File: src/rtl/bcd_display_encoder_if.sv
// rtl/bcd_display_encoder_if.sv - start/busy/done handshake bundle for the BCD display encoder
interface bcd_display_encoder_if #(
  parameter int DIGITS = 6,
  parameter int IN_W   = 20
) ();
  logic                  start;
  logic [IN_W-1:0]       binIn;
  logic                  busy;
  logic                  done;
  logic                  ovf;
  logic [4*DIGITS-1:0]   bcdOut;

  modport master (output start, output binIn, input busy, input done, input ovf, input bcdOut);
  modport slave  (input start, input binIn, output busy, output done, output ovf, output bcdOut);
endinterface

File: src/rtl/bcd_display_encoder.sv
// rtl/bcd_display_encoder.sv - iterative double-dabble binary-to-BCD converter, one input bit per clock
// Produces an optional sign nibble plus saturating BCD digits for the 7-segment controller.
module bcd_display_encoder #(
  parameter int         DIGITS   = 6,
  parameter int         IN_W     = 20,
  parameter int         SIGNED   = 0,
  parameter logic [3:0] NEG_CODE = 4'hA,
  parameter logic [3:0] POS_CODE = 4'hF
) (
  input  logic                   clk,
  input  logic                   resetn,
  bcd_display_encoder_if.slave   bus
);

  localparam int ND = DIGITS - SIGNED;
  localparam int CW = $clog2(IN_W + 1);

  function automatic logic [63:0] max_value(input int n);
    logic [63:0] m;
    m = 64'd1;
    for (int i = 0; i < n; i++) m = m * 64'd10;
    return m - 64'd1;
  endfunction

  localparam logic [63:0] MAX_VAL = max_value(ND);
  localparam logic [4*DIGITS-1:0] RST_VAL =
    (SIGNED != 0) ? {POS_CODE, {(4*DIGITS-4){1'b0}}} : '0;

  typedef enum logic [1:0] {IDLE, SHIFT, DONE} state_t;

  state_t                 state, state_n;
  logic [IN_W-1:0]        mag, mag_in;
  logic [4*ND-1:0]        work, adj, digits;
  logic [4*ND+IN_W-1:0]   shifted;
  logic [CW-1:0]          cnt;
  logic                   neg, ovf_pend, last_shift;
  logic [4*DIGITS-1:0]    result;

  // A negative two's complement input is negated; the most-negative value maps onto 2^(IN_W-1) unsigned.
  assign mag_in     = ((SIGNED != 0) && bus.binIn[IN_W-1]) ? (~bus.binIn + IN_W'(1)) : bus.binIn;
  assign last_shift = (cnt == CW'(IN_W - 1));

  always_ff @(posedge clk or negedge resetn) begin
    if (!resetn) state <= IDLE;
    else         state <= state_n;
  end

  always_comb begin
    state_n = state;
    case (state)
      IDLE:    if (bus.start) state_n = SHIFT;
      SHIFT:   if (last_shift) state_n = DONE;
      DONE:    state_n = IDLE;
      default: state_n = IDLE;
    endcase
  end

  always_comb begin
    bus.busy = (state != IDLE);
  end

  always_comb begin
    adj = work;
    for (int i = 0; i < ND; i++) begin
      if (work[4*i +: 4] >= 4'd5) adj[4*i +: 4] = work[4*i +: 4] + 4'd3;
    end
    shifted = {adj, mag} << 1;
    digits  = ovf_pend ? {ND{4'h9}} : work;
  end

  generate
    if (SIGNED != 0) begin : g_signed
      assign result = {(neg ? NEG_CODE : POS_CODE), digits};
    end else begin : g_unsigned
      assign result = digits;
    end
  endgenerate

  always_ff @(posedge clk or negedge resetn) begin
    if (!resetn) begin
      mag        <= '0;
      work       <= '0;
      cnt        <= '0;
      neg        <= 1'b0;
      ovf_pend   <= 1'b0;
      bus.done   <= 1'b0;
      bus.ovf    <= 1'b0;
      bus.bcdOut <= RST_VAL;
    end else begin
      bus.done <= (state == DONE);
      case (state)
        IDLE: begin
          if (bus.start) begin
            mag      <= mag_in;
            neg      <= (SIGNED != 0) && bus.binIn[IN_W-1];
            ovf_pend <= (64'(mag_in) > MAX_VAL);
            work     <= '0;
            cnt      <= '0;
          end
        end
        SHIFT: begin
          {work, mag} <= shifted;
          cnt         <= cnt + CW'(1);
        end
        DONE: begin
          bus.bcdOut <= result;
          bus.ovf    <= ovf_pend;
        end
        default: ;
      endcase
    end
  end

endmodule
File: src/flat_wrapper.sv
// flat-port wrapper written by rule: the top's interface ports become plain ports
module bcd_display_encoder_flat 
#(
  parameter int         DIGITS   = 6,
  parameter int         IN_W     = 20,
  parameter int         SIGNED   = 0,
  parameter logic [3:0] NEG_CODE = 4'hA,
  parameter logic [3:0] POS_CODE = 4'hF
)
  (clk, resetn, bus_start, bus_binIn, bus_busy, bus_done, bus_ovf, bus_bcdOut);
  bcd_display_encoder_if #(.DIGITS(DIGITS), .IN_W(IN_W)) bus_i ();
  input  logic clk;
  input  logic resetn;
  input wire logic [$bits(bus_i.start)-1:0] bus_start;
  input wire logic [$bits(bus_i.binIn)-1:0] bus_binIn;
  output wire logic [$bits(bus_i.busy)-1:0] bus_busy;
  output wire logic [$bits(bus_i.done)-1:0] bus_done;
  output wire logic [$bits(bus_i.ovf)-1:0] bus_ovf;
  output wire logic [$bits(bus_i.bcdOut)-1:0] bus_bcdOut;
  assign bus_i.start = bus_start;
  assign bus_i.binIn = bus_binIn;
  assign bus_busy = bus_i.busy;
  assign bus_done = bus_i.done;
  assign bus_ovf = bus_i.ovf;
  assign bus_bcdOut = bus_i.bcdOut;
  bcd_display_encoder #(.DIGITS(DIGITS), .IN_W(IN_W), .SIGNED(SIGNED), .NEG_CODE(NEG_CODE), .POS_CODE(POS_CODE)) u_core (.clk(clk), .resetn(resetn), .bus(bus_i));
endmodule
File: config.mk
export PLATFORM = sky130hd
export DESIGN_NAME = bcd_display_encoder_flat
export DESIGN_NICKNAME = d
export VERILOG_FILES = /design/src/rtl/bcd_display_encoder_if.sv /design/src/rtl/bcd_display_encoder.sv /design/src/flat_wrapper.sv
export SDC_FILE = /design/constraint.sdc
export NUM_CORES = 1
export LEC_CHECK = 0
export CORE_MARGIN = 2
export CORE_UTILIZATION = 59
export DETAILED_ROUTE_END_ITERATION = 6
export MAX_ROUTING_LAYER = met4
export PLACE_DENSITY_LB_ADDON = 0.08
export SKIP_LAST_GASP = 1
export SYNTH_ARGS = -nofsm -noshare
export SYNTH_HDL_FRONTEND = slang
export SYNTH_SLANG_ARGS = --single-unit
File: constraint.sdc
create_clock -name clk -period 2.8 [get_ports clk]
set_clock_uncertainty 0.05 [all_clocks]
set_input_delay 0.56 -clock clk [delete_from_list [all_inputs] [get_ports clk]]
set_output_delay 0.56 -clock clk [all_outputs]
set_load 0.005 [all_outputs]
# Word-level counts from Yosys, hierarchy flattened
# Cells that the tools add are included.
dict set report totals {
  register_bits 78
  in_bits 23
  elab_cells 49
}
dict set report op_classes {
  add_sub_neg 7
  order_cmp 7
  eq_ne 5
  mux 16
  reduce_logical 6
}
# cell n
set op_table {}
lappend op_table {{2-to-1 mux 24 bit} 2}
lappend op_table {{one-hot mux 24 bit (2 select lines)} 1}
lappend op_table {{one-hot mux 20 bit (2 select lines)} 1}
lappend op_table {{>= comparator 4 x 3 -> 1 bit (second input constant)} 6}
lappend op_table {{adder 4 x 2 -> 4 bit (second input constant)} 5}
lappend op_table {{greater-than comparator 20 bit (second input constant)} 1}
lappend op_table {{2-to-1 mux 20 bit} 1}
lappend op_table {{2-to-1 mux 4 bit} 5}
lappend op_table {{one-hot mux 5 bit (2 select lines)} 1}
lappend op_table {{AND reduction 2 bit} 3}
lappend op_table {{adder 5 x 1 -> 5 bit (second input constant)} 1}
lappend op_table {{== test 5 bit (second input constant)} 1}
lappend op_table {{2-to-1 mux 5 bit} 1}
lappend op_table {{2-to-1 mux 2 bit} 2}
lappend op_table {{one-hot mux 2 bit (2 select lines)} 1}
lappend op_table {{nonzero test 2 bit} 2}
lappend op_table {{adder 3 x 2 -> 3 bit (second input constant)} 1}
lappend op_table {{2-to-1 mux 3 bit} 1}
lappend op_table {{== test 2 x 1 -> 1 bit (second input constant)} 1}
lappend op_table {{== test 2 bit (second input constant)} 1}
lappend op_table {{zero test 2 bit} 1}
lappend op_table {{!= test 2 x 1 -> 1 bit (second input constant)} 1}
lappend op_table {{!= test 2 bit (second input constant)} 1}

# Longest topological paths before layout
dict set report logic_depth {
  word_depth 3
  depth_mapped 6
  mapped_depth_nobuf 6
}

# Least setup slack after synthesis
# No wires, ideal clock.
dict set report synth_timing {
  kind {input to register}
  startpoint {in bus_start}
  endpoint {reg u_core.work[11]}
  setup_ns 0.122
  t_arrival_ns 1.390
  required_time_ns 2.628
  path_slack_ns 1.239
  path_stages 5
  path_buffers 1
  path_cell_list {or3b_1 -> buf_6 -> nand2_8 -> o31ai_1 -> a32o_1}
}
dict set report synth_via {
  elab_chain_cells 2
}
# item line_no
set synth_rtl {}
lappend synth_rtl {{start, declared} flat_wrapper.sv:14} ;# input wire logic [$bits(bus_i.start)-1:0] bus_start;
lappend synth_rtl {{!= test 2 bit (no line)} -}
lappend synth_rtl {{AND reduction 2 bit (no line)} -}
lappend synth_rtl {{end signal, assigned} bcd_display_encoder.sv:102} ;# {work, mag} <= shifted;
lappend synth_rtl {{end, declared} bcd_display_encoder.sv:33} ;# logic [4*ND-1:0] work, adj, digits;
# No other way between the ends.
# A chain may end at the register's enable or synchronous reset.

# Worst setup path in the final report
dict set report layout_timing {
  startpoint {reg u_core.state[1]}
  endpoint {out bus_busy}
}
dict set report layout_via {
  elab_chain_cells 1
}
# item line_no
set layout_rtl {}
lappend layout_rtl {{start, declared} bcd_display_encoder.sv:31} ;# state_t state, state_n;
lappend layout_rtl {{start signal, assigned} bcd_display_encoder.sv:45} ;# else state <= state_n;
lappend layout_rtl {{nonzero test 2 bit} bcd_display_encoder.sv:59} ;# bus.busy = (state != IDLE);
lappend layout_rtl {{end, declared} flat_wrapper.sv:16} ;# output wire logic [$bits(bus_i.busy)-1:0] bus_busy;
# No other way between the ends.

==> flow_summary_export.csv <==
group,metric,value,unit
clock_network,clock_sinks,78,
synthesis,ys_seq_elements,78,
synthesis,syn_area,0.00360,mm^2
critical_path,path_delay_family,"buffers and inverters",
critical_path,cp-startpoint,"u_core.state[1]",
final_layout,fillers,449,
clock_network,post-cts-setup-buffers,0,
synthesis,synth_top_area_share,54.3,%
clock_network,cts_root_buf,"clkbuf_8",
die,die_w,82.1,um
critical_path,r2r_setup_slack,0.96,ns
sta,timing.final.hold_violations,0,
power_and_ir_drop,leakage,1.97,nW
critical_path,cp-end-kind,"output pin",
critical_path,crit_type,"reg -> out",
clock_network,cts_buffer_depth,2,
final_layout,syn2layout_area_growth,20.4,%
sta,holdWs,0.317,ns
final_layout,multi_input_comb_area,0.00150,mm^2
placed_design,gp_congestion,0.766,
critical_path,required,2.19,ns
placed_design,io_buffers,49,
synthesis,syn_avg_cell_area,10.2,um^2
die,initial_core_util,60.7,%
synthesis,async_flop_share,100,%
synthesis,synth_edf_count,0,
critical_path,r2r_start,"u_core.state[1]",
run,drv_cap,0,
global_routing,grt_pass1_wl,11500,um
drt,via_per_inst,5.66,
drt,dr.first_iter.drc_count,156,
sta,fin_ws,0.645,ns
clock_network,cts_tree,"done",
placed_design,dpl.hpwl,4610,um
sta,slew_viol_final,0,
critical_path,critical_path_buf_inv_count,1,
global_routing,track_usage,23.6,%
clock_network,cts_resized,0,
clock_network,hold_buffers,0,
sta,grt_setup_unrepaired,"no",
outcome,status,"finished clean",
final_layout,regArea,0.00195,mm^2
power_and_ir_drop,pwr_density_cell,1120,mW/mm^2
critical_path,cp.arrival,1.54,ns
die,dieArea,0.00674,mm^2
critical_path,start_kind,"register",
final_layout,diodes,0,
global_routing,grt.overflow.total,0,
sta,min_period_over_period,77.0,%
clock_network,clk_pin_slew,0.07,ns
final_layout,final_util,73.1,%
critical_path,path_cells,"or2_2, clkdlybuf4s50_1",
sta,max_slew.worst_pin.slew,0.959,ns
synthesis,synth_ff_type,"dfrtp_1",
sta,slew-limit-headroom,36.1,%
critical_path,critical_path.max_fanout,6,
drt,num_vias,2683,
die,ioPinCount,50,
synthesis,synth.largest_area_cell,"dfrtp_1",
clock_network,htreeDepth,3,
sta,period_minus_slack,2.15,ns
final_layout,drive_gt1_share,6.52,%
drt,wirelength,6910,um
die,die_h,82.1,um
placed_design,pre_cts_slack,0.410,ns
power_and_ir_drop,vdd_drop_max,0.879,mV
synthesis,synth.net_count,387,
synthesis,ys_seq_area_share,54.3,%
hold_path,hp-class,"in -> async",
clock_network,numCtsBuffers,9,
sta,clock.fmax,464,MHz
die,core_area,0.00592,mm^2
clock_network,clkLatencyLatePin,0.35,ns
synthesis,yosysUniqueCellTypes,36,
global_routing,antenna_found_initial,0,
global_routing,grt_pass1_vias,2531,
synthesis,yosysWarnings,0,
drt,detail-route-antenna-nets,0,
drt,drc,0,
synthesis,syn_inst,351,
sta,setup_violations,0,
sta,fin_tns_setup,0,ns
synthesis,yosys-top-cells-area,"dfrtp_1 (54%), nand2_1 (7.1%), ha_1 (4.5%)",
final_layout,fin_nets,430,
critical_path,cp_slowest_cell,"clkdlybuf4s50_1",
die,row_count,28,
drt,wl_per_cell,14.6,um
critical_path,slowest_delay,0.45,ns
drt,drtPass1Iterations,4,
global_routing,grt_max_degree,79,
final timing paths:
check                                   endpoint  cells past startpoint
setup reg to reg                 u_core.work[23]                      4
hold reg to reg            u_core.bus.bcdOut[21]                      2
max in group asynchronous         u_core.work[9]                      1
setup / recovery                        bus_busy                      2
hold / removal             u_core.bus.bcdOut[22]                      1
min in group clk           u_core.bus.bcdOut[21]                      2
layer usage:
metal  vias up  track usage, %  routed length (um)
li1       1313               -                   -
met1      1302            30.5                3240
met2        54            36.1                3310
met3        14            6.81                 249
met4         0            7.50                 114
met5         -               -                   0
where the power goes:
| group | internal [W] | switching, W | total, W | leakage (nW) |
|---|---|---|---|---|
| registers | 0.00157 | 0.000336 | 0.00191 | 1.01 |
| clock network | 0.000524 | 0.000390 | 0.000914 | 0.110 |
| logic | 0.000972 | 0.00108 | 0.00205 | 0.850 |
cell type report:
cell class	instances	share of cell area (%)
Timing Repair Buffer	54	12.1
Multi-Input combinational cell	238	34.5
Clock inverter	4	1.62
Sequential cell	78	45.1
Tap cell	75	2.17
Clock buffer	12	3.35
Inverter	13	1.13
placed cells by master (no fill, tap or decap), types with 3 or more instances in the layout:
cell type,count
clkbuf_8,10
o22ai_1,8
a22oi_1,17
o32ai_1,5
inv_1,13
o21ai_1,21
xor2_1,6
a21oi_1,6
o21ai_0,5
nand3_1,4
nor2_1,19
mux2i_1,6
clkdlybuf4s50_1,48
a22o_1,6
xnor2_1,6
ha_1,13
nand2b_1,14
dfrtp_1,78
buf_4,6
o31ai_1,13
nand4_1,3
nand2_1,68
a32o_1,6
kinds of logic after synthesis:
| group | after synthesis | share of synthesized area [%] |
|---|---|---|
| AOI/OAI and AO/OA | 89 | 17.2 |
| xor gates and xnor gates | 12 | 2.92 |
| adders and majority gates | 13 | 4.52 |
| buffers and inverters | 35 | 4.35 |
| DFF | 78 | 54.3 |
| muxes | 7 | 1.98 |
| and+or+nand+nor | 117 | 14.8 |
stage by stage:
| step | cells | power, W | instance area, um^2 |
|---|---|---|---|
| 6_report | 474 | 0.00487 | 4330 |
| 5_1_grt | 474 | 0.00526 | 4330 |
| 4_1_cts | 474 | 0.00491 | 4330 |
| 3_5_place_dp | 458 | 0.00398 | 4120 |
| 3_3_place_gp | 458 | 0.00388 | 4120 |
| 2_1_floorplan | 351 | 0.00336 | 3600 |
sequential cells by signal (all words and copies together), names as in the netlist:
signal / cells
u_core.bus.bcdOut: 24
u_core.work: 24
u_core.mag: 20
u_core.cnt: 5
u_core.state: 2
u_core.bus.done: 1
u_core.bus.ovf: 1
u_core.ovf_pend: 1
cells in the mapped netlist (2+ instances only):
cell      number
dfrtp_1       78
nand2_1       68
o21ai_1       21
nor2_1        19
a22oi_1       17
nand2b_1      14
ha_1          13
inv_1         13
o31ai_1       13
clkbuf_1      11
buf_2          8
o22ai_1        8
a21oi_1        6
a22o_1         6
a32o_1         6
mux2i_1        6
xnor2_1        6
xor2_1         6
o21ai_0        5
o32ai_1        5
nand3_1        4
nand4_1        3
buf_4          2
No activity file was read; power rests on OpenSTA's default activity.
